==> config.mk <==
export PLATFORM = sky130hd
export DESIGN_NAME = piso_serializer
export DESIGN_NICKNAME = d
export VERILOG_FILES = /design/src/rtl/piso_serializer.sv
export SDC_FILE = /design/constraint.sdc
export NUM_CORES = 1
export LEC_CHECK = 0
export CAP_MARGIN = 20
export CELL_PAD_IN_SITES_DETAIL_PLACEMENT = 0
export CELL_PAD_IN_SITES_GLOBAL_PLACEMENT = 1
export CORE_AREA = 3 3 45 47
export DETAILED_ROUTE_END_ITERATION = 10
export DIE_AREA = 0 0 48 50
export GPL_TIMING_DRIVEN = 1
export PLACE_DENSITY = 0.85
export SLEW_MARGIN = 20
export SYNTH_ARGS = -nofsm -noshare
export SYNTH_HDL_FRONTEND = slang
export SYNTH_SLANG_ARGS = --single-unit
==> constraint.sdc <==
create_clock -name clk -period 3.7 [get_ports clk]
set_input_delay 0.555 -clock clk [delete_from_list [all_inputs] [get_ports clk]]
set_output_delay 0.555 -clock clk [all_outputs]
set_load 0.01 [all_outputs]
==> src/rtl/piso_serializer.sv <==
// piso_serializer: loads a WIDTH-bit word on a valid/ready handshake and shifts it out one bit per cycle
// as an enable-qualified serial stream, with downstream hold and bubble-free back-to-back words.
module piso_serializer #(
  parameter int WIDTH     = 8,
  parameter bit MSB_FIRST = 1'b1
) (
  input  logic             clk,
  input  logic             rst_n,
  input  logic [WIDTH-1:0] in_data,
  input  logic             in_valid,
  output logic             in_ready,
  input  logic             hold,
  output logic             out_sd,
  output logic             out_en,
  output logic             out_last,
  output logic             busy
);
  localparam int CW = $clog2(WIDTH);
  localparam logic [CW-1:0] LAST = CW'(WIDTH-1);
  typedef enum logic {IDLE, SHIFT} state_t;
  state_t           r_state, w_state_nxt;
  logic [WIDTH-1:0] r_shift, w_shift_nxt, w_shifted;
  logic [CW-1:0]    r_cnt, w_cnt_nxt;
  logic             w_last, w_xfer;
  assign busy      = r_state == SHIFT;
  assign w_last    = busy && r_cnt == LAST;
  assign in_ready  = r_state == IDLE || (w_last && !hold);
  assign w_xfer    = in_valid && in_ready;
  assign out_en    = busy && !hold;
  assign out_last  = w_last;
  assign out_sd    = MSB_FIRST ? r_shift[WIDTH-1] : r_shift[0];
  assign w_shifted = MSB_FIRST ? {r_shift[WIDTH-2:0], 1'b0} : {1'b0, r_shift[WIDTH-1:1]};
  // A transfer takes priority, so the last bit of a word and the reload share one edge.
  always_comb begin
    w_state_nxt = r_state;
    w_shift_nxt = r_shift;
    w_cnt_nxt   = r_cnt;
    if (w_xfer) begin
      w_state_nxt = SHIFT;
      w_shift_nxt = in_data;
      w_cnt_nxt   = '0;
    end else if (out_en) begin
      w_shift_nxt = w_shifted;
      w_cnt_nxt   = w_last ? '0 : r_cnt + CW'(1);
      w_state_nxt = w_last ? IDLE : SHIFT;
    end
  end
  always_ff @(posedge clk or negedge rst_n) begin
    if (!rst_n) begin
      r_state <= IDLE;
      r_shift <= '0;
      r_cnt   <= '0;
    end else begin
      r_state <= w_state_nxt;
      r_shift <= w_shift_nxt;
      r_cnt   <= w_cnt_nxt;
    end
  end
endmodule
# Yosys cells after proc, flatten, opt, wreduce, memory -nomap -nowiden

Index checks and enable logic that the tools add are counted.
Widths: inputs -> output; s select.

Register bits: 12
Output and inout port bits: 5
Input bits: 12
Word-level logic and storage cells: 21

Equal/unequal tests: 1
Mux-type cells: 8
Reduce and logical (&&, ||, !) cells: 7
Add/sub/neg operators: 1
Bitwise operators: 1

Operators by type and width:

| kind                | number |
|---|---|
| $mux 8              | 2 |
| $mux 3              | 3 |
| $logic_and 1x1->1   | 4 |
| $add 3x1->3 const B | 1 |
| $eq 3x3->1 const B  | 1 |
| $mux 1              | 3 |
| $reduce_bool 2->1   | 1 |
| $logic_not 1->1     | 1 |
| $logic_or 1x1->1    | 1 |
| $not 1->1           | 1 |

# Depth between registers and ports, before layout

Word-level depth: 6
Mapped depth: 5
Depth with buffers taken out: 5

# Least setup slack after synthesis

OpenSTA, ideal clock, no wires.

Path kind: flip-flop to output port
Start point: register r_cnt[0]
End point: output port in_ready
Data required time: 3.145 ns
Cell stages (with the launch flop): 5
Arrival: 1.188 ns
Setup slack: 1.957 ns
Buffers on the path: 0
Cell sequence: dfrtp_1 ha_1 ha_1 nor2b_1 or2b_1

Longest elaborated chain between the ends: 4

RTL lines:

| element                  | line | source |
|---|---|---|
| start: declaration       | 23   | `logic [CW-1:0] r_cnt, w_cnt_nxt;` |
| start signal: assignment | 56   | `r_cnt <= w_cnt_nxt;` |
| $eq 3x3->1               | 26   | `assign w_last = busy && r_cnt == LAST;` |
| $logic_and 1x1->1        | 26   |  |
| $logic_and 1x1->1        | 27   | `assign in_ready = r_state == IDLE \|\| (w_last && !hold);` |
| $logic_or 1x1->1         | 27   |  |
| end: declaration         | 11   | `output logic in_ready,` |

No other way between the ends.

# Worst setup path in the final report

Same ends and word-level chain as after synthesis.

==> flow_summary.toml <==
[run_status]
status = "finished, final reports clean"

[floorplanning]
start_util_pct = 38.4
core.rowCount = 15
die-area_sq_um = 2400
core-area_sq_um = 1690
die_w_microns = 48
fp.dieH_microns = 50
io_pins = 17

[power]
switching_share_pct = 26.8
p_leak_nw = 0.423
p_clk_share_pct = 16.7
p_sw_w = 0.000122
seqPwrFrac_pct = 43.9
ir_drop_mv = 0.254
power_density_nw_per_um2 = 540
p_int_w = 0.000332
pwr-share-comb_pct = 39.4

[critical_path]
crit_path_frequent_cell = "ha_1"
crit_type = "flip-flop to output port"
cp-start-kind = "flip-flop"
crit_path_max_fanout = 4
critical_path_depth = 5
cp.arrival_ns = 1.99
cp_num_buf_inv = 1
rrSetupSlack_ns = 1.88
crit_required_ns = 3.14
max_stage_delay_ns = 0.48
r2r_cells = 5
crit_family = "buffers and inverters"
crit_slowest_cell = "clkdlybuf4s50_1"
crit_chain = "ha_1 > ha_1 > nor2b_1 > or2b_1 > clkdlybuf4s50_1"
cp-end-kind = "output port"

[timing]
whs_ns = 0.519
min_period_ns = 2.54
max_clock_freq_mhz = 393
hold_viol = 0
finalSetupViolCount = 0
fin_crit_sh_pct = 68.7
maxSlewViolCount = 0
slew_headroom_pct = 64.8
rsz0062_at_grt = "false"
tns_ns = 0
worstMarginPinSlew_ns = 0.526
clock_skew_ns = 0.00222

[logic_synthesis]
synth_cell_types = 19
syn_area_sq_um = 648
yosysSeqAreaShare_pct = 46.3
synth_nets = 61
synth_warnings = 0
ys_ff_latch = 12
synth_area_per_cell_sq_um = 13.8
syn-instance-count = 47

[clocking]
root_buffer = "clkbuf_4"
tritoncts = "done"
postCtsSetupBuffers = 0
cts_hold_buf = 0
cts_sinks = 12
cts_max_level = 1
clk_latency_ns = 0.26
cts_buffers = 3
path_clk_slew_ns = 0.07
clock_path_buffers = 2
ctsResizeCount = 0

[min_path]
hold_path_depth = 1
hp-class = "flip-flop to flip-flop"

[global_routing]
grt-ovfl-total = 0
track_usage_pct = 9.62
grt_pass1_wl_mm = 1.56
grt_pass1_vias = 369
antenna_found_initial = 0
grt_max_degree = 15

[finish]
fin_nets = 81
drive_gt1_share_pct = 32.3
syn_to_final_growth_pct = 29.7
fin_util_pct = 49.8
antenna_cells = 0

[route]
drc = 0
drt_iter0_drc = 0
ant_nets = 0
routedWlPerCell_microns = 11.9
routed_via_density = 4.93
drt_pass1_iterations = 1
vias = 404
finalWirelength_microns = 976

[place]
place_congestion = 0.705
portBuffers = 16

[run]
cap_viol_max_count = 0
synthesized netlist by cell type, drive strengths merged:
library cell  number  area share (%)
nand2              2             1.2
a21boi             1             1.2
nor2b              1            0.97
buf                1             1.7
nor3b              1             1.2
and2               1             1.2
nand2b             2             3.1
a21oi              1            0.77
mux2i              2             3.1
mux2              14              28
ha                 2             3.9
o21ai              1             2.5
a31o               1             1.4
or3                1            0.97
dfrtp             12              46
or2b               1             1.2
inv                3             1.7
cell type report:
class / count / area [sq um]
Sequential cell: 12 / 300
Fill cell: 159 / 848
Timing Repair Buffer: 16 / 160
Tap cell: 17 / 21.3
Inverter: 3 / 11.3
Multi-Input combinational cell: 31 / 325
Clock buffer: 3 / 22.5
sequential cells by signal, indices dropped and copies added (netlist names):
signal,flops
busy,1
r_cnt,3
r_shift,8
metrics by stage:
step | cell area, sq um | setup slack [ns] | total power, W | std cells
after floorplan | 648 | 1.96 | 0.000328 | 47
final | 841 | 1.16 | 0.000454 | 82
after global routing | 841 | 1.02 | 0.000494 | 82
after CTS | 841 | 1.14 | 0.000462 | 82
after global placement | 818 | 1.24 | 0.000378 | 79
after detailed placement | 818 | 1.22 | 0.000383 | 79
power by group through the flow:
stage               sequential, W  combinational (W)   clock, W
floorplan                0.000198           0.000130          0
global placement         0.000200           0.000178          0
detailed placement       0.000202           0.000180          0
CTS                      0.000200           0.000182  0.0000799
global route             0.000206           0.000199  0.0000894
finish                   0.000199           0.000179  0.0000759
path summary, 6_finish.rpt:
| path | startpoint | endpoint |
|---|---|---|
| setup / recovery | r_cnt[0] | in_ready |
| hold / removal | r_cnt[2] | r_cnt[2] |
| setup reg to reg | r_cnt[0] | r_shift[6] |
| hold reg to reg | r_cnt[2] | r_cnt[2] |
| max in group asynchronous | rst_n | r_shift[0] |
| min in group asynchronous | rst_n | r_shift[7] |
layer usage:
layer	routed length, microns	vias to the layer above	global-route usage, %
li1	-	202	-
met1	440	182	12.1
met2	443	16	13.2
met3	53	4	2.19
met4	38	0	8.07
met5	0	-	0
cell families (layout without fill, tap and decap cells):
| kind of cell | after synthesis | in the layout | synth area share [%] |
|---|---|---|---|
| simple gates | 9 | 9 | 9.66 |
| compound gates | 4 | 4 | 5.79 |
| buf+inv | 4 | 22 | 3.47 |
| flops | 12 | 12 | 46.3 |
| mux | 16 | 16 | 30.9 |
| fa+ha+maj | 2 | 2 | 3.86 |
cells in the final DEF, fill, tap and decap left out:
master / count
a21boi_0: 1
a21oi_1: 1
a31o_2: 1
and2_2: 1
clkbuf_4: 3
clkdlybuf4s50_1: 16
dfrtp_1: 12
ha_1: 2
inv_1: 3
mux2_2: 8
mux2_4: 6
mux2i_1: 2
nand2_1: 2
nand2b_1: 1
nand2b_4: 1
nor2b_1: 1
nor3b_1: 1
o21ai_4: 1
or2b_1: 1
or3_1: 1
Note: power is estimated with default switching activity, not from simulation.
